$ cat config.mk
export PLATFORM = sky130hd
export DESIGN_NAME = storage_sequencer
export DESIGN_NICKNAME = d
export VERILOG_FILES = /design/src/rtl/storage_sequencer.sv
export SDC_FILE = /design/constraint.sdc
export NUM_CORES = 1
export LEC_CHECK = 0
export BUFFER_PORTS_ARGS = -buffer_cell sky130_fd_sc_hd__buf_4
export CORE_MARGIN = 5
export CORE_UTILIZATION = 52
export DETAILED_ROUTE_END_ITERATION = 8
export GPL_ROUTABILITY_DRIVEN = 0
export PLACE_DENSITY = 0.7
export REMOVE_ABC_BUFFERS = 1
export SLEW_MARGIN = 0
export SYNTH_ARGS = -nofsm -noshare
export SYNTH_HDL_FRONTEND = slang
export SYNTH_SLANG_ARGS = --single-unit
$ cat constraint.sdc
create_clock -name CLK -period 1.7 [get_ports CLK]
set_clock_uncertainty 0.1 [all_clocks]
set_input_delay 0.255 -clock CLK [delete_from_list [all_inputs] [get_ports CLK]]
set_output_delay 0.255 -clock CLK [all_outputs]
set_load 0.03 [all_outputs]
$ cat src/rtl/storage_sequencer.sv
// storage_sequencer
//   Frame sequencer for the echo storage FIFO. It flushes the FIFO and latches
//   the storage mode. It then captures exactly FRAME_LEN samples from the front
//   end, hands them to the host one word at a time, and returns to idle.
//
// Parameters
//   FRAME_LEN     samples written / words read per frame
//   CNT_W         width of the sample and word counters (2**CNT_W > FRAME_LEN)
//   FLUSH_CYCLES  cycles FIFO_RESET is held high during a flush (>= 1)
//
// Ports
//   CLK, RESET        clock, asynchronous active-high reset
//   MODE_REQ          requested storage mode (0 = oscilloscope, 1 = Doppler)
//   ARM, ABORT        one-cycle frame start / cancel requests
//   SAMPLE_VALID      one-cycle sample strobe from the front end
//   HOST_REQ          one-cycle host request for one word
//   FIFO_FULL/EMPTY   FIFO status flags
//   MODE              latched storage mode
//   FIFO_WRITE/READ   one-cycle FIFO strobes
//   FIFO_ENABLE       FIFO read/write enable (CAPTURE and DRAIN)
//   FIFO_RESET        FIFO flush
//   HOST_ACK          FIFO output word valid, two cycles after an accepted request
//   BUSY              not in IDLE
//   FRAME_DONE        one-cycle pulse after the last word of a frame
//   OVERRUN           sticky dropped-sample flag, cleared on RESET or flush entry
// All outputs are registered.
module storage_sequencer #(
    parameter int FRAME_LEN    = 1024,
    parameter int CNT_W        = 11,
    parameter int FLUSH_CYCLES = 4
) (
    input  logic CLK,
    input  logic RESET,
    input  logic MODE_REQ,
    input  logic ARM,
    input  logic ABORT,
    input  logic SAMPLE_VALID,
    input  logic HOST_REQ,
    input  logic FIFO_FULL,
    input  logic FIFO_EMPTY,
    output logic MODE,
    output logic FIFO_WRITE,
    output logic FIFO_READ,
    output logic FIFO_ENABLE,
    output logic FIFO_RESET,
    output logic HOST_ACK,
    output logic BUSY,
    output logic FRAME_DONE,
    output logic OVERRUN
);

    localparam int FW = $clog2(FLUSH_CYCLES) + 1;
    localparam logic [FW-1:0]    FLUSH_LAST = FW'(FLUSH_CYCLES - 1);
    localparam logic [CNT_W-1:0] CNT_LAST   = CNT_W'(FRAME_LEN - 1);
    localparam logic [CNT_W-1:0] CNT_FULL   = CNT_W'(FRAME_LEN);

    typedef enum logic [2:0] {S_IDLE, S_FLUSH, S_CAPTURE, S_DRAIN, S_DONE} state_t;

    state_t           state;
    logic [CNT_W-1:0] wr_cnt;
    logic [CNT_W-1:0] rd_cnt;
    logic [FW-1:0]    flush_cnt;
    logic             arm_pend;     // flush was started by ARM: continue to CAPTURE

    always_ff @(posedge CLK or posedge RESET) begin
        if (RESET) begin
            state       <= S_IDLE;
            wr_cnt      <= '0;
            rd_cnt      <= '0;
            flush_cnt   <= '0;
            arm_pend    <= 1'b0;
            MODE        <= 1'b0;
            FIFO_WRITE  <= 1'b0;
            FIFO_READ   <= 1'b0;
            FIFO_ENABLE <= 1'b0;
            FIFO_RESET  <= 1'b1;
            HOST_ACK    <= 1'b0;
            BUSY        <= 1'b0;
            FRAME_DONE  <= 1'b0;
            OVERRUN     <= 1'b0;
        end else begin
            // Strobes default low; this also cancels anything pending on ABORT.
            FIFO_WRITE <= 1'b0;
            FIFO_READ  <= 1'b0;
            HOST_ACK   <= 1'b0;
            FRAME_DONE <= 1'b0;

            case (state)
                S_IDLE: begin
                    FIFO_RESET  <= 1'b0;
                    FIFO_ENABLE <= 1'b0;
                    BUSY        <= 1'b0;
                    // ARM and a mode change together still produce one flush.
                    if (ARM || (MODE_REQ != MODE)) begin
                        state      <= S_FLUSH;
                        MODE       <= MODE_REQ;
                        OVERRUN    <= 1'b0;
                        wr_cnt     <= '0;
                        rd_cnt     <= '0;
                        flush_cnt  <= '0;
                        arm_pend   <= ARM;
                        FIFO_RESET <= 1'b1;
                        BUSY       <= 1'b1;
                    end
                end

                S_FLUSH: begin
                    if (ABORT) begin
                        state      <= S_IDLE;
                        FIFO_RESET <= 1'b0;
                        BUSY       <= 1'b0;
                    end else if (flush_cnt == FLUSH_LAST) begin
                        FIFO_RESET <= 1'b0;
                        if (arm_pend) begin
                            state       <= S_CAPTURE;
                            FIFO_ENABLE <= 1'b1;
                        end else begin
                            state <= S_IDLE;
                            BUSY  <= 1'b0;
                        end
                    end else begin
                        flush_cnt <= flush_cnt + 1'b1;
                    end
                end

                S_CAPTURE: begin
                    if (ABORT) begin
                        state       <= S_IDLE;
                        FIFO_ENABLE <= 1'b0;
                        BUSY        <= 1'b0;
                    end else if (SAMPLE_VALID) begin
                        // FIFO_WRITE high now means a sample was accepted last
                        // cycle; the strobe-clocked FIFO needs a low cycle between.
                        if (FIFO_FULL || FIFO_WRITE) begin
                            OVERRUN <= 1'b1;
                        end else begin
                            FIFO_WRITE <= 1'b1;
                            wr_cnt     <= wr_cnt + 1'b1;
                            if (wr_cnt == CNT_LAST)
                                state <= S_DRAIN;
                        end
                    end
                end

                S_DRAIN: begin
                    if (ABORT) begin
                        state       <= S_IDLE;
                        FIFO_ENABLE <= 1'b0;
                        BUSY        <= 1'b0;
                    end else begin
                        HOST_ACK <= FIFO_READ;
                        if (HOST_ACK && (rd_cnt == CNT_FULL)) begin
                            state       <= S_DONE;
                            FIFO_ENABLE <= 1'b0;
                            FRAME_DONE  <= 1'b1;
                        end else if (HOST_REQ && !FIFO_READ && !HOST_ACK &&
                                     !FIFO_EMPTY && (rd_cnt != CNT_FULL)) begin
                            // A read is in flight while READ or ACK is high.
                            FIFO_READ <= 1'b1;
                            rd_cnt    <= rd_cnt + 1'b1;
                        end
                    end
                end

                S_DONE: begin
                    state <= S_IDLE;
                    BUSY  <= 1'b0;
                end

                default: begin
                    state       <= S_IDLE;
                    FIFO_ENABLE <= 1'b0;
                    BUSY        <= 1'b0;
                end
            endcase
        end
    end

endmodule

==> results of run 1 <==
## Yosys cell counts (all sizes together) (2+ instances only)
cell type | number | area [um^2]
dfrtp | 37 | 925.9
nand2 | 33 | 123.9
mux2i | 16 | 160.2
nand2b | 14 | 87.58
nor2 | 12 | 52.55
inv | 9 | 33.78
nor3 | 9 | 50.05
o21ai | 9 | 45.04
buf | 8 | 60.05
nor4 | 8 | 50.05
and3 | 6 | 37.54
nand3 | 6 | 35.03
ha | 5 | 62.56
nand4 | 5 | 46.29
nor4b | 5 | 71.32
a21boi | 4 | 30.03
o31ai | 4 | 30.03
a211oi | 3 | 22.52
a21oi | 3 | 15.01
clkbuf | 3 | 11.26
or3 | 3 | 18.77
or4 | 3 | 22.52
a22o | 2 | 17.52
and2 | 2 | 12.51
and4 | 2 | 17.52
mux2 | 2 | 22.52
## final cells by class
class / instances / area (um^2)
Clock buffer: 8 / 90.09
Fill cell: 249 / 909.6
Inverter: 9 / 33.78
Multi-Input combinational cell: 172 / 1478
Sequential cell: 38 / 954.7
Tap cell: 50 / 62.56
Timing Repair Buffer: 66 / 529.3
## stage by stage
stage	cell area, um^2	util (%)	power [mW]	setup slack [ps]
final	3148	77.58	3.230	-104.7
after detailed placement	2649	65.28	2.240	-158.2
after global placement	2649	65.28	2.206	-117.1
after floorplan	2135	-	1.757	-985.4
after CTS	2855	70.37	2.934	-29.62
after global routing	3148	77.58	3.405	-151.3
## critical path: cells and delay by family (launching register included)
family	cells	cell delay, ps
muxes	1	240
and+or+nand+nor	3	590
adders and majority gates	1	200
buffers and inverters	2	210
DFF	1	380
## registers in the layout (all words and copies together), names as in the netlist, 3 cells and up
signal and count:
rd_cnt 11, wr_cnt 11, flush_cnt 3, state 3
## metal layers
metal  wire length (um)  part of all wire (%)
met5                  0                     0
met4                198                   3.3
met3                224                   3.7
met2               3005                    50
met1               2549                    43
## timing repair
item                                   4_1_cts  5_1_grt
cloned                                       1        1
hold buffers                                 1        0
buffers inserted                             2        5
gates resized for setup                     18       52
pin swaps                                    4       11
endpoints found under the hold margin       29        0
setup endpoints to repair                   24       29
## kinds of logic (layout without fill, tap and decap cells)
group | Yosys count | after routing
and+or+nand+nor | 113 | 114
DFF | 38 | 38
xor gates and xnor gates | 1 | 1
AOI/OAI and AO/OA | 33 | 34
muxes | 18 | 18
adders and majority gates | 5 | 5
buffers and inverters | 20 | 83
## how the worst max path moves through the flow
stage / start / slack, ps / end / cells after the start
floorplan: MODE$_DFFE_PP0P_ / -990 / rd_cnt[1]$_DFFE_PP0P_ / 4
CTS: FIFO_READ$_DFF_PP0_ / -30 / rd_cnt[5]$_DFFE_PP0P_ / 5
detailed placement: ABORT / -160 / wr_cnt[0]$_DFFE_PP0P_ / 5
global route: FIFO_READ$_DFF_PP0_ / -150 / rd_cnt[4]$_DFFE_PP0P_ / 5
global placement: ABORT / -120 / wr_cnt[1]$_DFFE_PP0P_ / 5
finish: rd_cnt[0]$_DFFE_PP0P_ / -100 / rd_cnt[6]$_DFFE_PP0P_ / 7
## report_power, final
group | switching [mW] | internal, mW
logic | 0.830 | 0.656
clock network | 0.321 | 0.331
registers | 0.0805 | 1.01
==> impl_metrics.toml, run 1 <==
[layout]
final_cells = 343
diodes = 0
final_nets = 306
mostFrequentLayoutCell = "buf_4"
syn_to_final_growth_pct = 42.71
drive_above_1_share_pct = 43.00
mostFrequentLayoutCells = "59 x buf_4, 35 x dfrtp_1, 33 x nand2_1, 16 x mux2i_1, 14 x nand2b_1"

[timing]
finalSetupTns_ps = -608.2
period_share_pct = 106.2
hold_viol_final = 0
finalSetupViolations = 17
worst_slack_ps = -104.7
max_slew.worst_pin.slew_ps = 501.5
max_freq_ghz = 0.5541
hold_slack_ps = 67.09
min_period_ps = 1805
drv_slew = 0
rsz0062_at_grt = "yes"
slew_headroom_pct = 66.57

[synth]
synth-simple-area-share_pct = 30.35
synth_xor_area_share_pct = 0.3971
netlist-cell-type-count = 51
netlist_area_mm2 = 0.002206
ys_ff_latch = 38
syn_area_per_cell_um2 = 9.675
synth_compound_area_share_pct = 10.21
synthAdderAreaFrac_pct = 2.836
synth.area.mux_share_pct = 8.281
postSynthCellCount = 228
synth_flop_cell = "dfrtp_1"
synth_edf_count = 0
ys_seq_area_share_pct = 43.17
synthArstFlopShare_pct = 100.0
synth_top_family_by_area = "simple AND/OR/NAND/NOR gates"
ys_warn_count = 0

[global_route]
grt_pass1_vias = 1947
grtUsageMet1_pct = 26.49
grt_pass1_wl_um = 8797
grt_max_degree = 39
track_usage_pct = 20.36
grt_overflow = 0
met2_usage_pct = 33.66
antenna_found_initial = 0
grt.busiest_layer = "met2"
grtUsageMet3_pct = 4.806

[placement]
io_buffers = 17
dp_cells = 325
hpwl_um = 3416

[setup_path]
startpoint_type = "flop"
reg2reg_depth = 7
cp-end-kind = "flop"
critPathRequiredTime_ps = 1810
max_stage_delay_ps = 380
slowest_stage = "dfrtp_1"
worstPathMaxFanout = 5
crit_chain = "inv_2, ha_1, nor2b_4, and3_4, buf_4, nor3_2, mux2i_1"
arrival_ps = 1910
path_class = "flop to flop"
r2r_end = "rd_cnt[6]$_DFFE_PP0P_"
r2r_setup_slack_ps = -100
r2r-start = "rd_cnt[0]$_DFFE_PP0P_"

[die]
core_area_mm2 = 0.004058
rows = 23
initial_core_util_pct = 54.36
die_w_um = 75.13
die_height_um = 75.13
ios = 18
dieArea_mm2 = 0.005645

[hold_path]
min_from = "MODE_REQ"
hold_depth = 3
holdCritPathClass = "input port to flop"
hold_end = "MODE$_DFFE_PP0P_"

[outcome]
violations = "setup timing"
outcome = "complete, but fails checks"

[pwr]
p_leak_nw = 1.404
peakVddDrop_v = 0.0004697
power-per-cell-area_mw_per_mm2 = 1026

[clocking]
clockBufferDepth = 2
cts_made_buffers = 5
cts-root-buf = "clkbuf_8"
cts_sinks = 38
clkTransAtPathRegs_ps = 80
insertion_delay_ps = 300
cts_tree = "done"
htree_levels = 2

[job]
maxCapViolCount = 0

[detailed_routing]
wirelength_um = 5977
viasPerCell = 5.883
vias = 2018
antenna_left = 0
first_pass_iters = 4
wl_per_cell_um = 17.43
drc = 0
dr.first_iter.drc_count = 137
Note: power is estimated with default switching activity, not from simulation.
==> inputs of run 2 (changes only) <==
--- a/config.mk
+++ b/config.mk
@@ -6,6 +6,7 @@
 export NUM_CORES = 1
 export LEC_CHECK = 0
 export BUFFER_PORTS_ARGS = -buffer_cell sky130_fd_sc_hd__buf_4
+export CORE_ASPECT_RATIO = 0.8
 export CORE_MARGIN = 5
 export CORE_UTILIZATION = 52
 export DETAILED_ROUTE_END_ITERATION = 8
==> run 2 against run 1 <==
The flow still finishes with violations (setup timing). Cell count grew 2.0%. Worst hold slack gained 2.2 ps. Clock power grew 21%. Die area grew 0.15%. First-iteration DRC count shrank 7.3%. Sequential share of layout area is essentially flat. Count of clock-buffer cells in the layout shrank 3. Power grew 2.0%. Global-route usage shrank 1.0 points. Register-to-register slack is essentially flat. Largest cell class unchanged.
==> impl_metrics.toml, run 2 (synthesized netlist as in run 1, its figures left out) <==
[global_route]
grt_pass1_vias = 1841
antenna_found_initial = 0
grt_overflow = 0
grt_pass1_wl_um = 8756
grt_max_degree = 39
track_usage_pct = 19.36

[setup_path]
max_stage_delay_ps = 440
crit_chain = "or3_4, nor3_4, buf_12, nor3_4, mux2_2"
crit_top_cell = "nor3_4"
crit_start = "state[2]$_DFFE_PP0P_"
r2r-start = "state[2]$_DFFE_PP0P_"
startpoint_type = "flop"
reg2reg_depth = 5
arrival_ps = 1880
worstPathMaxFanout = 6
path_class = "flop to flop"
r2r_setup_slack_ps = -100
critPathRequiredTime_ps = 1780
r2r_end = "wr_cnt[1]$_DFFE_PP0P_"
endpoint = "wr_cnt[1]$_DFFE_PP0P_"
cp-end-kind = "flop"
slowest_stage = "dfrtp_1"

[layout]
diodes = 0
mostFrequentLayoutCell = "buf_4"
final_cells = 350
largestRegisters = "rd_cnt: 11 flops, wr_cnt: 11 flops"
syn_to_final_growth_pct = 42.65
drive_above_1_share_pct = 41.64
finish.utilization_pct = 75.80
mostFrequentLayoutCells = "57 x buf_4, 35 x dfrtp_1, 32 x nand2_1, 16 x mux2i_1, 14 x nand2b_1"
final_nets = 306

[clocking]
cts_made_buffers = 5
htree_levels = 2
clockBufferDepth = 2
cts-root-buf = "clkbuf_8"
clkTransAtPathRegs_ps = 90
insertion_delay_ps = 310
cts_tree = "done"
cts_sinks = 38

[detailed_routing]
viasPerCell = 5.614
wirelength_um = 5431
vias = 1965
first_pass_iters = 5
antenna_left = 0
dr.first_iter.drc_count = 127
drc = 0
wl_per_cell_um = 15.52

[timing]
slew_headroom_pct = 62.33
max_freq_ghz = 0.5563
period_share_pct = 105.7
hold_viol_final = 0
rsz0062_at_grt = "yes"
drv_slew = 0
min_period_ps = 1798
finalSetupViolations = 17
worst_slack_ps = -97.62
max_slew.worst_pin.slew_ps = 556.3

[die]
core_area_mm2 = 0.004151
dieArea_mm2 = 0.005653
rows = 21
ios = 18
die_w_um = 82.82
die_height_um = 68.26
initial_core_util_pct = 53.13

[pwr]
peakVddDrop_v = 0.0006449
power-per-cell-area_mw_per_mm2 = 1047
power_mw = 3.296
p_leak_nw = 1.414

[hold_path]
holdCritPathClass = "input port to flop"
min_from = "MODE_REQ"

[outcome]
outcome = "complete, but fails checks"
violations = "setup timing"

[job]
maxCapViolCount = 0

[placement]
dp_cells = 333
hpwl_um = 3369
io_buffers = 17
==> run 2: per-layer routing <==
| layer | vias to the layer above | GRT usage [%] | part of all wire, % |
|---|---|---|---|
| met4 | 0 | 6.122 | 1.2 |
| met1 | 951 | 26.02 | 45 |
| met5 | - | 0 | 0 |
| met3 | 8 | 4.212 | 5.0 |
| met2 | 51 | 31.70 | 49 |
| li1 | 955 | - | - |
==> run 2: area by class of cell <==
type                    instances  area [um^2]
multi-input cells             171         1403
fillers                       289         1005
flip-flops and latches         38        954.7
repair buffers                 67        570.5
well taps                      57        71.32
clock buffers                   5        68.82
clock inverters                 3        45.04
inverters                       9        33.78
==> run 2: critical path, delay by kind of cell, from the launching register on <==
kind	cells	cell delay (ps)
simple gates	3	700
buf+inv	1	160
mux	1	270
flops	1	440
==> run 2: metrics by stage <==
stage | hold WS, ps | area (um^2) | TNS (ps) | setup slack [ps]
finish | 69.27 | 3147 | -647.5 | -97.62
global route | 70.11 | 3147 | -2021 | -138.1
CTS | 67.07 | 2920 | -291.3 | -54.01
detailed placement | 308.3 | 2678 | -1756 | -179.4
global placement | 307.0 | 2678 | -1156 | -150.4
floorplan | 260.4 | 2135 | -17330 | -985.4
==> run 2: worst min path at each step <==
stage                                        to  slack (ps)  cells past startpoint
after global placement    wr_cnt[8]$_DFFE_PP0P_         310                      3
after global routing           MODE$_DFFE_PP0P_          70                      3
after detailed placement  wr_cnt[8]$_DFFE_PP0P_         310                      3
after CTS                      MODE$_DFFE_PP0P_          70                      3
final                          MODE$_DFFE_PP0P_          70                      3
after floorplan                MODE$_DFFE_PP0P_         260                      2
==> run 2: what timing repair did <==
| action | 4_1_cts | 5_1_grt |
|---|---|---|
| setup endpoints to repair | 23 | 25 |
| pin swaps | 6 | 14 |
| hold endpoints to repair | 37 | 0 |
| hold buffers | 1 | 0 |
| gates resized for setup | 20 | 40 |
| cloned | 1 | 1 |
| setup buffers | 4 | 2 |
==> run 2: where the power goes <==
group / internal (mW) / switching, mW / total (mW)
logic: 0.654 / 0.757 / 1.41
clock network: 0.436 / 0.350 / 0.787
registers: 1.01 / 0.0847 / 1.10
total: 2.10 / 1.19 / 3.30
